==> config.mk <==
export PLATFORM = sky130hd
export DESIGN_NAME = toll_payment_flat
export DESIGN_NICKNAME = d
export VERILOG_FILES = /design/src/rtl/toll_payment_if.sv /design/src/rtl/toll_payment.sv /design/src/flat_wrapper.sv
export SDC_FILE = /design/constraint.sdc
export NUM_CORES = 1
export LEC_CHECK = 0
export ABC_AREA = 1
export CAP_MARGIN = 20
export CELL_PAD_IN_SITES_DETAIL_PLACEMENT = 1
export CELL_PAD_IN_SITES_GLOBAL_PLACEMENT = 2
export CORE_UTILIZATION = 29
export DETAILED_ROUTE_END_ITERATION = 8
export GPL_TIMING_DRIVEN = 0
export PLACE_DENSITY_LB_ADDON = 0.1
export REMOVE_ABC_BUFFERS = 1
export SYNTH_ARGS = -nofsm -noshare
export SYNTH_HDL_FRONTEND = slang
export SYNTH_SLANG_ARGS = --single-unit
==> constraint.sdc <==
create_clock -name CLOCK_50 -period 5.58 [get_ports CLOCK_50]
set_clock_uncertainty 0.15 [all_clocks]
set_input_delay 1.116 -clock CLOCK_50 [delete_from_list [all_inputs] [get_ports CLOCK_50]]
set_output_delay 1.116 -clock CLOCK_50 [all_outputs]
set_load 0.02 [all_outputs]
==> src/rtl/toll_payment_if.sv <==
// Handshake and status bundle between the toll payment unit and the
// fare logic / booth display / coin hardware.
interface toll_payment_if;
    logic        start;
    logic [7:0]  due_bcd;
    logic        coin_valid;
    logic [1:0]  coin_sel;
    logic        cancel;
    logic        busy;
    logic [11:0] paid_bcd;
    logic [7:0]  remain_bcd;
    logic [7:0]  change_bcd;
    logic        disp_valid;
    logic [1:0]  disp_coin;
    logic        done;
    logic        refunded;
    logic        err;

    modport master (
        output start, due_bcd, coin_valid, coin_sel, cancel,
        input  busy, paid_bcd, remain_bcd, change_bcd, disp_valid, disp_coin,
               done, refunded, err
    );

    modport slave (
        input  start, due_bcd, coin_valid, coin_sel, cancel,
        output busy, paid_bcd, remain_bcd, change_bcd, disp_valid, disp_coin,
               done, refunded, err
    );
endinterface

==> src/rtl/toll_payment.sv <==
// Toll payment unit: latches the fare, counts inserted coins, then pays
// back change (or a full refund on cancel) one coin at a time using greedy
// denomination choice, with DISP_GAP idle cycles after every coin.
module toll_payment #(
    parameter int DISP_GAP = 4
) (
    input  logic          CLOCK_50,
    input  logic          reset_n,
    toll_payment_if.slave bus
);

    localparam int GAP_W = (DISP_GAP > 1) ? $clog2(DISP_GAP) : 1;
    localparam logic [GAP_W-1:0] GAP_LOAD = GAP_W'(DISP_GAP - 1);
    localparam logic [GAP_W-1:0] GAP_ONE  = GAP_W'(1);
    localparam logic [GAP_W-1:0] GAP_ZERO = GAP_W'(0);

    typedef enum logic [2:0] {
        S_IDLE     = 3'd0,
        S_COLLECT  = 3'd1,
        S_SETTLE   = 3'd2,
        S_DISPENSE = 3'd3,
        S_GAP      = 3'd4,
        S_FINISH   = 3'd5
    } state_t;

    // Coin code to value: 0=1, 1=5, 2=10, 3=25.
    function automatic logic [6:0] coin_value(input logic [1:0] code);
        logic [6:0] val;
        case (code)
            2'd0:    val = 7'd1;
            2'd1:    val = 7'd5;
            2'd2:    val = 7'd10;
            2'd3:    val = 7'd25;
            default: val = 7'd1;
        endcase
        return val;
    endfunction

    // Largest denomination not exceeding the amount still owed back.
    function automatic logic [1:0] greedy_code(input logic [6:0] amt);
        logic [1:0] code;
        if (amt >= 7'd25) begin
            code = 2'd3;
        end else if (amt >= 7'd10) begin
            code = 2'd2;
        end else if (amt >= 7'd5) begin
            code = 2'd1;
        end else begin
            code = 2'd0;
        end
        return code;
    endfunction

    // Shift-and-add-3 binary to three BCD digits (input never exceeds 127).
    function automatic logic [11:0] bin_to_bcd3(input logic [6:0] v);
        logic [11:0] bcd;
        logic [6:0]  sh;
        bcd = 12'd0;
        sh  = v;
        for (int i = 0; i < 7; i++) begin
            if (bcd[3:0]  >= 4'd5) bcd[3:0]  = bcd[3:0]  + 4'd3;
            if (bcd[7:4]  >= 4'd5) bcd[7:4]  = bcd[7:4]  + 4'd3;
            if (bcd[11:8] >= 4'd5) bcd[11:8] = bcd[11:8] + 4'd3;
            bcd = {bcd[10:0], sh[6]};
            sh  = {sh[5:0], 1'b0};
        end
        return bcd;
    endfunction

    // Two-digit variant for values known to stay below 100.
    function automatic logic [7:0] bin_to_bcd2(input logic [6:0] v);
        logic [7:0] bcd;
        logic [6:0] sh;
        bcd = 8'd0;
        sh  = v;
        for (int i = 0; i < 7; i++) begin
            if (bcd[3:0] >= 4'd5) bcd[3:0] = bcd[3:0] + 4'd3;
            if (bcd[7:4] >= 4'd5) bcd[7:4] = bcd[7:4] + 4'd3;
            bcd = {bcd[6:0], sh[6]};
            sh  = {sh[5:0], 1'b0};
        end
        return bcd;
    endfunction

    state_t           r_state;
    logic [6:0]       r_due;
    logic [6:0]       r_paid;
    logic [6:0]       r_change;
    logic             r_refund;
    logic             r_err;
    logic [GAP_W-1:0] r_gap_cnt;
    logic             r_busy;
    logic             r_disp_valid;
    logic [1:0]       r_disp_coin;
    logic             r_done;
    logic             r_refunded;

    state_t           w_next_state;
    logic [6:0]       w_due_next;
    logic [6:0]       w_paid_next;
    logic [6:0]       w_change_next;
    logic             w_refund_next;
    logic             w_err_next;
    logic [GAP_W-1:0] w_gap_next;

    logic [6:0]       w_due_bin;
    logic             w_due_ok;
    logic [6:0]       w_paid_sum;
    logic [6:0]       w_remain_bin;

    assign w_due_bin  = ({3'b000, bus.due_bcd[7:4]} * 7'd10) + {3'b000, bus.due_bcd[3:0]};
    assign w_due_ok   = (bus.due_bcd[7:4] <= 4'd9) && (bus.due_bcd[3:0] <= 4'd9)
                        && (bus.due_bcd != 8'h00);
    assign w_paid_sum = r_paid + coin_value(bus.coin_sel);
    assign w_remain_bin = (r_due > r_paid) ? (r_due - r_paid) : 7'd0;

    // Next-state and next-datapath decode for the payment sequence.
    always_comb begin
        w_next_state  = r_state;
        w_due_next    = r_due;
        w_paid_next   = r_paid;
        w_change_next = r_change;
        w_refund_next = r_refund;
        w_err_next    = r_err;
        w_gap_next    = r_gap_cnt;
        case (r_state)
            S_IDLE: begin
                if (bus.start) begin
                    if (w_due_ok) begin
                        w_due_next    = w_due_bin;
                        w_paid_next   = 7'd0;
                        w_change_next = 7'd0;
                        w_refund_next = 1'b0;
                        w_err_next    = 1'b0;
                        w_next_state  = S_COLLECT;
                    end else begin
                        w_err_next    = 1'b1;
                    end
                end else begin
                    w_next_state = S_IDLE;
                end
            end
            S_COLLECT: begin
                // Cancel wins over a coin arriving in the same cycle.
                if (bus.cancel) begin
                    w_change_next = r_paid;
                    w_refund_next = 1'b1;
                    w_next_state  = S_SETTLE;
                end else if (bus.coin_valid) begin
                    w_paid_next = w_paid_sum;
                    if (w_paid_sum >= r_due) begin
                        w_change_next = w_paid_sum - r_due;
                        w_next_state  = S_SETTLE;
                    end else begin
                        w_next_state  = S_COLLECT;
                    end
                end else begin
                    w_next_state = S_COLLECT;
                end
            end
            S_SETTLE: begin
                if (r_change != 7'd0) begin
                    w_next_state = S_DISPENSE;
                end else begin
                    w_next_state = S_FINISH;
                end
            end
            S_DISPENSE: begin
                w_change_next = r_change - coin_value(greedy_code(r_change));
                w_gap_next    = GAP_LOAD;
                w_next_state  = S_GAP;
            end
            S_GAP: begin
                if (r_gap_cnt == GAP_ZERO) begin
                    if (r_change != 7'd0) begin
                        w_next_state = S_DISPENSE;
                    end else begin
                        w_next_state = S_FINISH;
                    end
                end else begin
                    w_gap_next = r_gap_cnt - GAP_ONE;
                end
            end
            S_FINISH: begin
                w_next_state = S_IDLE;
            end
            default: begin
                w_next_state = S_IDLE;
            end
        endcase
    end

    // State register.
    always_ff @(posedge CLOCK_50 or negedge reset_n) begin
        if (!reset_n) begin
            r_state <= S_IDLE;
        end else begin
            r_state <= w_next_state;
        end
    end

    // Fare, paid, change, refund flag, error level and gap counter.
    always_ff @(posedge CLOCK_50 or negedge reset_n) begin
        if (!reset_n) begin
            r_due     <= 7'd0;
            r_paid    <= 7'd0;
            r_change  <= 7'd0;
            r_refund  <= 1'b0;
            r_err     <= 1'b0;
            r_gap_cnt <= GAP_ZERO;
        end else begin
            r_due     <= w_due_next;
            r_paid    <= w_paid_next;
            r_change  <= w_change_next;
            r_refund  <= w_refund_next;
            r_err     <= w_err_next;
            r_gap_cnt <= w_gap_next;
        end
    end

    // Control outputs registered from the upcoming state so they line up with it.
    always_ff @(posedge CLOCK_50 or negedge reset_n) begin
        if (!reset_n) begin
            r_busy       <= 1'b0;
            r_disp_valid <= 1'b0;
            r_disp_coin  <= 2'd0;
            r_done       <= 1'b0;
            r_refunded   <= 1'b0;
        end else begin
            r_busy       <= (w_next_state != S_IDLE);
            r_disp_valid <= (w_next_state == S_DISPENSE);
            r_disp_coin  <= (w_next_state == S_DISPENSE) ? greedy_code(w_change_next) : 2'd0;
            r_done       <= (w_next_state == S_FINISH) && !w_refund_next;
            r_refunded   <= (w_next_state == S_FINISH) && w_refund_next;
        end
    end

    assign bus.busy       = r_busy;
    assign bus.paid_bcd   = bin_to_bcd3(r_paid);
    assign bus.remain_bcd = bin_to_bcd2(w_remain_bin);
    assign bus.change_bcd = bin_to_bcd2(r_change);
    assign bus.disp_valid = r_disp_valid;
    assign bus.disp_coin  = r_disp_coin;
    assign bus.done       = r_done;
    assign bus.refunded   = r_refunded;
    assign bus.err        = r_err;

endmodule

==> src/flat_wrapper.sv <==
// flat-port wrapper written by rule: the top's interface ports become plain ports
module toll_payment_flat 
#(
    parameter int DISP_GAP = 4
)
  (CLOCK_50, reset_n, bus_start, bus_due_bcd, bus_coin_valid, bus_coin_sel, bus_cancel, bus_busy, bus_paid_bcd, bus_remain_bcd, bus_change_bcd, bus_disp_valid, bus_disp_coin, bus_done, bus_refunded, bus_err);
  toll_payment_if bus_i ();
  input  logic CLOCK_50;
  input  logic reset_n;
  input wire logic [$bits(bus_i.start)-1:0] bus_start;
  input wire logic [$bits(bus_i.due_bcd)-1:0] bus_due_bcd;
  input wire logic [$bits(bus_i.coin_valid)-1:0] bus_coin_valid;
  input wire logic [$bits(bus_i.coin_sel)-1:0] bus_coin_sel;
  input wire logic [$bits(bus_i.cancel)-1:0] bus_cancel;
  output wire logic [$bits(bus_i.busy)-1:0] bus_busy;
  output wire logic [$bits(bus_i.paid_bcd)-1:0] bus_paid_bcd;
  output wire logic [$bits(bus_i.remain_bcd)-1:0] bus_remain_bcd;
  output wire logic [$bits(bus_i.change_bcd)-1:0] bus_change_bcd;
  output wire logic [$bits(bus_i.disp_valid)-1:0] bus_disp_valid;
  output wire logic [$bits(bus_i.disp_coin)-1:0] bus_disp_coin;
  output wire logic [$bits(bus_i.done)-1:0] bus_done;
  output wire logic [$bits(bus_i.refunded)-1:0] bus_refunded;
  output wire logic [$bits(bus_i.err)-1:0] bus_err;
  assign bus_i.start = bus_start;
  assign bus_i.due_bcd = bus_due_bcd;
  assign bus_i.coin_valid = bus_coin_valid;
  assign bus_i.coin_sel = bus_coin_sel;
  assign bus_i.cancel = bus_cancel;
  assign bus_busy = bus_i.busy;
  assign bus_paid_bcd = bus_i.paid_bcd;
  assign bus_remain_bcd = bus_i.remain_bcd;
  assign bus_change_bcd = bus_i.change_bcd;
  assign bus_disp_valid = bus_i.disp_valid;
  assign bus_disp_coin = bus_i.disp_coin;
  assign bus_done = bus_i.done;
  assign bus_refunded = bus_i.refunded;
  assign bus_err = bus_i.err;
  toll_payment #(.DISP_GAP(DISP_GAP)) u_core (.CLOCK_50(CLOCK_50), .reset_n(reset_n), .bus(bus_i));
endmodule
# [Word level (Yosys, flattened, before mapping)]
# Index checks and enable logic that the tools add are counted.
[word_totals] regBits=34 input_bits=15 output_inout_bits=35 word_cells=147
[classes] add_sub_neg=21 multipliers=1 order_cmp=25 eq_ne=17 n_mux=53 n_reduce_logical=18
[op_table] op="7-bit two-way mux" count=11
[op_table] op="7-bit one-hot mux with 4 select lines" count=2
[op_table] op="4-bit two-way mux" count=13
[op_table] op="4-bit by 2-bit adder with 4-bit output, second input constant" count=9
[op_table] op="4-bit by 3-bit >= comparator with 1-bit output, second input constant" count=9
[op_table] op="3-bit two-way mux" count=7
[op_table] op="7-bit one-hot mux with 3 select lines" count=1
[op_table] op="7-bit subtractor" count=3
[op_table] op="3-bit >= comparator, second input constant" count=6
[op_table] op="2-bit two-way mux" count=9
[op_table] op="3-bit by 2-bit adder with 4-bit output, second input constant" count=4
[op_table] op="3-bit one-hot mux with 5 select lines" count=1
[op_table] op="7-bit by 3-bit >= comparator with 1-bit output, second input constant" count=2
[op_table] op="7-bit by 4-bit >= comparator with 1-bit output, second input constant" count=2
[op_table] op="7-bit by 5-bit >= comparator with 1-bit output, second input constant" count=2
[op_table] op="7-bit one-hot mux with 2 select lines" count=1
[op_table] op="3-bit by 2-bit equality test with 1-bit output, second input constant" count=3
[op_table] op="2-bit equality test, second input constant" count=4
[op_table] op="4-bit <= comparator, second input constant" count=2
[op_table] op="2-bit != test, second input constant" count=4
[op_table] op="8-bit nonzero test" count=1
[op_table] op="7-bit by 4-bit adder with 7-bit output" count=1
[op_table] op="7-bit adder" count=1
[op_table] op="7-bit >= comparator" count=1
[op_table] op="other kinds (21)" count=36

# [Depth between registers and ports, before layout]
# Gate-level depths: netlist of the first run.
[depth] word_depth=15 ltp_mapped=39

# [Worst setup path after synthesis of the first run]
# OpenSTA, ideal clock, no wires.
[synth_timing] path_type="reg2out" from="register u_core.r_paid[1]" to="output bus_remain_bcd[1]" t_arrival_ns=4.296 t_required_ns=4.314 slack_ns=0.018 path_stages_with_launch=37 path_cell_list="dfrtp_1 > inv_1 > fa_1 > nand2_2 > nor2_2 > o21ai_0 > nand4_1 > inv_1 > ha_1 > inv_1 > nand3_2 > nand3_1 > nand2_1 > ha_1 > inv_1 > nor2_1 > inv_1 > nand3_2 > nand2_1 > nand2_1 > nand2_2 > ha_1 > inv_1 > nor2_1 > inv_1 > nand3_2 > nand2_2 > nand2_1 > nand2_1 > inv_1 > ha_1 > inv_1 > nor2_1 > nand3b_2 > nand2_2 > nand2_1 > nand2_1"
[synth_via] elab_chain_cells=10 elab_cells_between_ends=15 cone_classes="add/sub (5); order compare (5); mux (5)"
[synth_lines] item="start, declared" line_no="toll_payment.sv:87" text="logic [6:0] r_paid;"
[synth_lines] item="start signal, assigned" line_no="toll_payment.sv:213" text="r_paid <= w_paid_next;"
[synth_lines] item="7-bit subtractor or 7-bit greater-than comparator (tied branches)" line_no="toll_payment.sv:115" text="assign w_remain_bin = (r_due > r_paid) ? (r_due - r_paid) : 7'd0;"
[synth_lines] item="7-bit two-way mux (*)" line_no="toll_payment.sv:115"
[synth_lines] item="3-bit by 2-bit adder with 4-bit output or 3-bit >= comparator (tied branches)" line_no="toll_payment.sv:77" text="if (bcd[3:0] >= 4'd5) bcd[3:0] = bcd[3:0] + 4'd3;"
[synth_lines] item="4-bit two-way mux" line_no="toll_payment.sv:77"
[synth_lines] item="4-bit by 2-bit adder with 4-bit output or 4-bit by 3-bit >= comparator with 1-bit output (tied branches)" line_no="toll_payment.sv:77"
[synth_lines] item="4-bit two-way mux" line_no="toll_payment.sv:77"
[synth_lines] item="4-bit by 2-bit adder with 4-bit output or 4-bit by 3-bit >= comparator with 1-bit output (tied branches)" line_no="toll_payment.sv:77"
[synth_lines] item="4-bit two-way mux" line_no="toll_payment.sv:77"
[synth_lines] item="4-bit by 3-bit >= comparator with 1-bit output" line_no="toll_payment.sv:77"
[synth_lines] item="4-bit two-way mux (*)" line_no="toll_payment.sv:77"
[synth_lines] item="end, declared" line_no="flat_wrapper.sv:17" text="output wire logic [$bits(bus_i.remain_bcd)-1:0] bus_remain_bcd;"
# Mark *: on every way between the ends. The rest lies on a longest branch, timed or not.

# [Final worst setup path of the first run]
[layout_timing] from="register u_core.r_due[0]" to="output bus_remain_bcd[1]"
[layout_via] elab_chain_cells=10 elab_cells_between_ends=15 cone_classes="add/sub (5); order compare (5); mux (5)"
[layout_lines] item="start, declared" line_no="toll_payment.sv:86" text="logic [6:0] r_due;"
[layout_lines] item="start signal, assigned" line_no="toll_payment.sv:212" text="r_due <= w_due_next;"
[layout_lines] item="7-bit subtractor or 7-bit greater-than comparator (tied branches)" line_no="toll_payment.sv:115"
[layout_lines] item="7-bit two-way mux (*)" line_no="toll_payment.sv:115"
[layout_lines] item="3-bit by 2-bit adder with 4-bit output or 3-bit >= comparator (tied branches)" line_no="toll_payment.sv:77"
[layout_lines] item="4-bit two-way mux" line_no="toll_payment.sv:77"
[layout_lines] item="4-bit by 2-bit adder with 4-bit output or 4-bit by 3-bit >= comparator with 1-bit output (tied branches)" line_no="toll_payment.sv:77"
[layout_lines] item="4-bit two-way mux" line_no="toll_payment.sv:77"
[layout_lines] item="4-bit by 2-bit adder with 4-bit output or 4-bit by 3-bit >= comparator with 1-bit output (tied branches)" line_no="toll_payment.sv:77"
[layout_lines] item="4-bit two-way mux" line_no="toll_payment.sv:77"
[layout_lines] item="4-bit by 3-bit >= comparator with 1-bit output" line_no="toll_payment.sv:77"
[layout_lines] item="4-bit two-way mux (*)" line_no="toll_payment.sv:77"
# Marked as above.

==> results.sh, run 1 <==
export IMPL_drive_above_1_share=0.264
export IMPL_die_y_um=128
export IMPL_yosysSeqAreaShare=0.185
export IMPL_wl_um=14500
export IMPL_ctsHoldBuffers=0
export IMPL_synth_edff_count=0
export IMPL_path_clk_slew_ps=60
export IMPL_track_usage=0.178
export IMPL_numCtsBuffers=5
export IMPL_clockRootBuffer="clkbuf_16"
export IMPL_holdCritPathClass="flop to flop"
export IMPL_drt_iter0_markers=108
export IMPL_routedWlPerCell_um=14.5
export IMPL_gp_congestion=0.827
export IMPL_path_max_fanout=3
export IMPL_synth_cells=687
export IMPL_clk_latency_ps=280
export IMPL_ys_flop_type="dfrtp_1"
export IMPL_dr_pass1_iters=4
export IMPL_yosys_top_cells_area="dfrtp_1, ha_1, nand2_1"
export IMPL_avgSynthCellArea_um2=6.70
export IMPL_crit_path_start_kind="flop"
export IMPL_required_ps=4310
export IMPL_overflow=0
export IMPL_antenna_cells=0
export IMPL_fin_crit_ps=5680
export IMPL_critPathKind="flop to output pin"
export IMPL_outcome="complete, but fails checks"
export IMPL_synth_most_common_cell="nand2_1"
export IMPL_ff2ff_path_depth=25
export IMPL_grt_pass1_wl_um=23600
export IMPL_drc_errors=0
export IMPL_start_util=0.300
export IMPL_htreeDepth=2
export IMPL_crit_path_end_kind="output pin"
export IMPL_fin_crit_sh=1.02
export IMPL_cp_num_buf_inv=11
export IMPL_fin_ws_ps=-105
export IMPL_nets=870
export IMPL_clockBufferDepth=2
export IMPL_area_growth_pct=38.5
export IMPL_worst_pin_slew_ps=787
export IMPL_cap_violations=0
export IMPL_synth_warning_count=0
export IMPL_core_um2=15400
export IMPL_slew_violations=0
export IMPL_hold_viol=0
export IMPL_vias=4730
export IMPL_critPathMaxStageDelay_ps=390
export IMPL_utilization=0.415
export IMPL_yosysUniqueCellTypes=48
export IMPL_grt_pass1_vias=4888
export IMPL_cts_tree="built"
export IMPL_grt_max_degree=35
export IMPL_fp_row_count=45
export IMPL_cp_arrival_ps=4420
export IMPL_viasPerCell=4.73
export IMPL_ys_seq_elements=34
export IMPL_fmax_ghz=0.176
export IMPL_postRouteAntennaNets=0
export IMPL_violations="setup timing"
export IMPL_synth_top_area_frac=0.185
export IMPL_whs_path_depth=2
export IMPL_synth_common_cells="nand2_1, inv_1, ha_1, nor2_1, a21oi_1"
export IMPL_async_reset_ff_frac=1.00
export IMPL_cp_top_family="simple AND/OR/NAND/NOR gates"
export IMPL_port_buffers=46
export IMPL_setup_viol=4
export IMPL_antenna_found_initial=0
export IMPL_yosys_area_top_type="dfrtp_1"
export IMPL_rsz0062_at_grt="true"
export IMPL_cp_depth=40
export IMPL_dieWidth_um=128
export IMPL_crit_path_top_delay_cell="dfrtp_1"
export IMPL_slew_headroom=0.475
export IMPL_dp_hpwl_um=10800
export IMPL_die_area_um2=16400
export IMPL_synth_area_um2=4600
export IMPL_cts_sinks=34
export IMPL_io_pins=50
-- area by class of cell --
cell class / instances / area (um2)
clock buffers: 6 / 139
clock inverters: 2 / 12.5
fillers: 1932 / 8990
inverters: 130 / 520
multi-input cells: 512 / 3680
flip-flops and latches: 34 / 858
well taps: 211 / 264
repair buffers: 104 / 901
-- final timing paths --
check                                 startpoint                       to  slack, ps
min in group asynchronous                reset_n      u_core.r_gap_cnt[0]        770
worst max register to register  u_core.r_paid[0]  u_core.bus.disp_coin[0]       1460
worst min register to register    u_core.bus.err           u_core.bus.err        370
max in group asynchronous                reset_n          u_core.r_due[1]       3960
worst max-delay path             u_core.r_due[0]        bus_remain_bcd[1]       -100
worst min-delay path              u_core.bus.err           u_core.bus.err        370
-- routing by layer --
| layer | global-route usage | up-vias | part of all wire |
|---|---|---|---|
| met1 | 0.215 | 2253 | 0.43 |
| met5 | 0 | - | 0 |
| met2 | 0.339 | 49 | 0.53 |
| met4 | 0.0381 | 0 | 0.014 |
| met3 | 0.0167 | 12 | 0.020 |
| li1 | - | 2416 | - |
-- logic make-up after synthesis --
| family | Yosys count | share of synthesized area |
|---|---|---|
| AOI/OAI and AO/OA | 128 | 0.156 |
| xor gates and xnor gates | 25 | 0.0492 |
| adders and majority gates | 68 | 0.195 |
| buffers and inverters | 143 | 0.123 |
| DFF | 34 | 0.185 |
| muxes | 1 | 0.00217 |
| other | 1 | 0.000814 |
| and+or+nand+nor | 287 | 0.289 |
-- through the flow --
stage	setup TNS [ps]	hold WS [ps]	cell area (um2)	std cells	setup slack (ps)
3_3_place_gp	-6940	356	5260	933	-1150
5_1_grt	-1920	440	6380	999	-387
4_1_cts	-259	383	5940	979	-137
2_1_floorplan	-149	328	4530	676	-75.7
3_5_place_dp	-8390	369	5260	934	-1250
6_report	-238	374	6380	999	-105
-- tightest hold or removal path, delay by kind of cell (launching register included) --
| family | cells | cell delay [ps] |
|---|---|---|
| AO/OA/AOI/OAI | 1 | 70 |
| flip-flops | 1 | 360 |
| AND/OR/NAND/NOR | 1 | 50 |
-- cells in the final DEF, fill, tap and decap left out, types with 16 or more instances in the layout --
cell type	instances
ha_1	46
o21ai_0	37
nand3_1	36
nand2_2	16
clkdlybuf4s50_1	27
nor2_1	46
inv_1	106
dfrtp_1	28
a21oi_1	41
nand2_1	117
xor2_1	16
buf_4	55
-- flip-flops by register name (all words and copies together), names as in the netlist, 2 cells and up --
signal and flops:
u_core.bus.disp_coin 2, u_core.r_change 7, u_core.r_due 7, u_core.r_gap_cnt 2, u_core.r_paid 7, u_core.r_state 3
-- repair_timing --
| item | CTS | global route |
|---|---|---|
| endpoints found under the setup margin | 21 | 23 |
| buffers inserted | 39 | 23 |
| pin swaps | 29 | 32 |
| endpoints found under the hold margin | 0 | 0 |
| gates resized for setup | 107 | 91 |
Power of run 1 is left out: the tool's default activity adds up to more than one toggle a clock period on the data nets, which glitch-free logic cannot reach.
==> inputs of run 2 (changes only) <==
--- a/config.mk
+++ b/config.mk
@@ -11,7 +11,6 @@
 export CELL_PAD_IN_SITES_GLOBAL_PLACEMENT = 2
 export CORE_UTILIZATION = 29
 export DETAILED_ROUTE_END_ITERATION = 8
-export GPL_TIMING_DRIVEN = 0
 export PLACE_DENSITY_LB_ADDON = 0.1
 export REMOVE_ABC_BUFFERS = 1
 export SYNTH_ARGS = -nofsm -noshare
==> run 2 against run 1 <==
  * The run still ends with setup timing left
  * Fmax shrank 1.6%
  * Register-to-register slack got worse by 100 ps
  * Global-route usage rose by 0.70 points
  * Via count grew 5.8%
  * Cell count grew 5.6%
  * Highest routed layer unchanged
==> results.sh, run 2 (same netlist as run 1, synthesis figures left out) <==
export IMPL_clockRootBuffer="clkbuf_16"
export IMPL_crit_path_top_delay_cell="dfrtp_1"
export IMPL_crit_reg2reg_launch="u_core.r_paid[0]"
export IMPL_slew_violations=0
export IMPL_final_common_cell="nand2_1"
export IMPL_wl_um=15900
export IMPL_core_um2=15400
export IMPL_io_pins=50
export IMPL_crit_path_end_kind="output pin"
export IMPL_path_clk_slew_ps=60
export IMPL_setup_tns_ps=-893
export IMPL_ff2ff_path_depth=23
export IMPL_fmax_ghz=0.173
export IMPL_ctsHoldBuffers=0
export IMPL_dieWidth_um=128
export IMPL_outcome="complete, but fails checks"
export IMPL_fin_ws_ps=-199
export IMPL_track_usage=0.185
export IMPL_die_area_um2=16400
export IMPL_critPathMaxStageDelay_ps=350
export IMPL_required_ps=4310
export IMPL_overflow=0
export IMPL_vias=5005
export IMPL_holdCritStartpoint="u_core.bus.err"
export IMPL_dp_hpwl_um=11900
export IMPL_numCtsBuffers=5
export IMPL_worst_pin_slew_ps=778
export IMPL_antenna_found_initial=0
export IMPL_setup_viol=7
export IMPL_violations="setup timing"
export IMPL_holdPathEnd="u_core.bus.err"
export IMPL_cts_sinks=34
export IMPL_fin_crit_ps=5780
export IMPL_path_max_fanout=4
export IMPL_critPathKind="flop to output pin"
export IMPL_die_y_um=128
export IMPL_area_growth_pct=47.2
export IMPL_rsz0062_at_grt="true"
export IMPL_grt_pass1_wl_um=24500
export IMPL_fp_row_count=45
export IMPL_routedWlPerCell_um=15.1
export IMPL_crit_path_start_kind="flop"
export IMPL_cp_arrival_ps=4510
export IMPL_worst_path_most_repeated_cell="nand2_4"
export IMPL_drc_errors=0
export IMPL_gp_congestion=0.870
export IMPL_whs_path_depth=2
export IMPL_htreeDepth=2
export IMPL_r2r_slack_ps=1360
export IMPL_nets=927
export IMPL_hold_viol=0
export IMPL_grt_max_degree=35
export IMPL_antenna_cells=0
export IMPL_viasPerCell=4.74
export IMPL_grt_pass1_vias=5231
export IMPL_dr_pass1_iters=4
export IMPL_port_buffers=46
export IMPL_largest_registers="u_core.r_change (7), u_core.r_due (7), u_core.r_paid (7)"
export IMPL_fin_crit_sh=1.04
export IMPL_mostFrequentLayoutCells="nand2_1, inv_1, buf_4, ha_1, nor2_1"
export IMPL_drive_above_1_share=0.291
export IMPL_holdCritPathClass="flop to flop"
export IMPL_r2r_end="u_core.bus.disp_coin[0]"
export IMPL_postRouteAntennaNets=0
export IMPL_place_ws_ps=-736
export IMPL_drt_iter0_markers=98
export IMPL_clk_latency_ps=280
export IMPL_cap_violations=0
export IMPL_clockBufferDepth=2
export IMPL_slew_headroom=0.481
export IMPL_cts_tree="built"
export IMPL_start_util=0.300
[run 2: metal layers]
layer,vias up,wire (um),track usage
met5,-,0,0
li1,2525,-,-
met4,0,276,0.0242
met2,46,8880,0.375
met1,2415,6540,0.213
met3,19,214,0.0121
[run 2: per-stage QoR]
step,std cells,cell area [um2],util,hold WS [ps]
finish,1055,6780,0.441,376
global route,1055,6780,0.441,413
CTS,1037,6360,0.414,392
detailed placement,997,5730,0.373,375
global placement,997,5730,0.373,358
floorplan,676,4530,-,328
[run 2: layout make-up]
class / instances / area [um2]
Clock inverter: 1 / 30.0
Multi-Input combinational cell: 512 / 3640
Tap cell: 211 / 264
Inverter: 130 / 505
Sequential cell: 34 / 851
Clock buffer: 6 / 139
Timing Repair Buffer: 161 / 1350
Fill cell: 1931 / 8590
[run 2: worst max path at each step]
stage,startpoint,to,slack [ps]
finish,u_core.r_paid[5],bus_remain_bcd[5],-200
CTS,u_core.r_due[0],bus_remain_bcd[1],-70
global placement,u_core.r_due[0],bus_remain_bcd[1],-400
global route,u_core.r_paid[5],bus_remain_bcd[2],-450
floorplan,u_core.r_paid[0],bus_remain_bcd[1],-80
detailed placement,u_core.r_due[0],bus_remain_bcd[2],-740
[run 2: critical path, delay by kind of cell, from the launching register on]
kind | cells | cell delay, ps
compound gates | 1 | 210
fa+ha+maj | 4 | 810
buf+inv | 11 | 920
flops | 1 | 350
simple gates | 17 | 1940
[run 2: what timing repair did]
| action | 4_1_cts | 5_1_grt |
|---|---|---|
| pin swaps | 31 | 35 |
| setup endpoints to repair | 14 | 23 |
| setup buffers | 34 | 20 |
| cloned | 0 | 0 |
| gates resized for setup | 96 | 86 |
Power of run 2 is left out for the same reason.
==> patch (flow settings as in run 1) <==
`DISP_GAP` is set to 4 in 2 places; all go to 16.
--- a/src/rtl/toll_payment.sv
+++ b/src/rtl/toll_payment.sv
@@ -3,5 +3,5 @@
 // denomination choice, with DISP_GAP idle cycles after every coin.
 module toll_payment #(
-    parameter int DISP_GAP = 4
+    parameter int DISP_GAP = 16
 ) (
     input  logic          CLOCK_50,
--- a/src/flat_wrapper.sv
+++ b/src/flat_wrapper.sv
@@ -2,5 +2,5 @@
 module toll_payment_flat 
 #(
-    parameter int DISP_GAP = 4
+    parameter int DISP_GAP = 16
 )
   (CLOCK_50, reset_n, bus_start, bus_due_bcd, bus_coin_valid, bus_coin_sel, bus_cancel, bus_busy, bus_paid_bcd, bus_remain_bcd, bus_change_bcd, bus_disp_valid, bus_disp_coin, bus_done, bus_refunded, bus_err);
Function: changed (Yosys sat finds a counterexample within 10 cycles, from zero or initial values and one cycle with reset_n low).
==> patch against run 1 <==
  * The run still ends with setup timing left
  * Final cell count increased by 2.2%
  * Design area barely moved
  * Worst setup slack worse by 0.12 ns
  * Wire length is 1.5% higher
  * Synthesized area up 3.9%
  * Critical path depth shrank 3
  * Sequential cell count increased by 2
  * Critical path type unchanged
  * Largest cell class unchanged
Power is left out: the tool's default activity adds up to more than one toggle a clock period on the data nets, which glitch-free logic cannot reach.
==> patch: results (changes against run 1) <==
fin_ws_ns: -0.229  # -0.125 ns
fillerInstances: 2044  # +5.8%
drive_gt1_share_pct: 24.8  # -1.6 points
dp_cells: 966  # +3.4%
max_stage_delay_ns: 0.41  # +0.02 ns
post_dp_cell_area_sq_um: 5440  # +3.4%
met1_length_mm: 6.54  # +4.5%
drtIter0Drc: 134  # +24%
ys_seq_area_share_pct: 18.8  # +0.35 points
clock_area_share_pct: 2.35  # -0.020 points
grt_pass1_wl_mm: 24.3  # +2.9%
multi_input_cells: 534  # +4.3%
track_usage_pct: 18.1  # +0.27 points
synth_mux_area_share_pct: 0.235  # +0.018 points
grt_pass1_vias: 5010  # +2.5%
tns_ns: -0.939  # -0.702 ns
syn_area_per_cell_sq_um: 6.69  # -0.16%
setup_viol_count_final: 7  # +3
worstPathArrival_ns: 4.54  # +0.12 ns
violations: "setup timing"
worst_pin_slew_ns: 0.954  # +0.167 ns
wl_met2_mm: 7.84  # +1.6%
clock_sinks: 36  # +5.9%
status: "complete, but fails checks"
num_rows: 46  # +2.2%
synth_xor_area_share_pct: 4.18  # -0.73 points
## patch: cell count changes after synthesis, moves of 3 or more
| cell | before | now |
|---|---|---|
| nand3_2 | 8 | 5 |
| nand3b_1 | 1 | 5 |
| a21oi_1 | 44 | 34 |
| inv_1 | 122 | 126 |
| nor2_1 | 53 | 69 |
| nand2_1 | 130 | 141 |
| o21ai_1 | 15 | 8 |
| o22ai_1 | 2 | 8 |
| nor3_1 | 8 | 12 |
| a31oi_1 | 6 | 0 |
| o21ai_2 | 5 | 10 |
## patch: final timing paths
kind,startpoint,endpoint,slack [ns],depth (start not counted)
worst max-delay path,u_core.r_paid[1],bus_remain_bcd[1],-0.23,37
worst min-delay path,u_core.r_gap_cnt[0],u_core.r_gap_cnt[0],0.32,1
worst max register to register,u_core.r_paid[1],u_core.bus.disp_coin[0],1.43,23
worst min register to register,u_core.r_gap_cnt[0],u_core.r_gap_cnt[0],0.32,1
max in group asynchronous,reset_n,u_core.r_paid[5],3.86,1
min in group asynchronous,reset_n,u_core.r_change[0],0.80,1
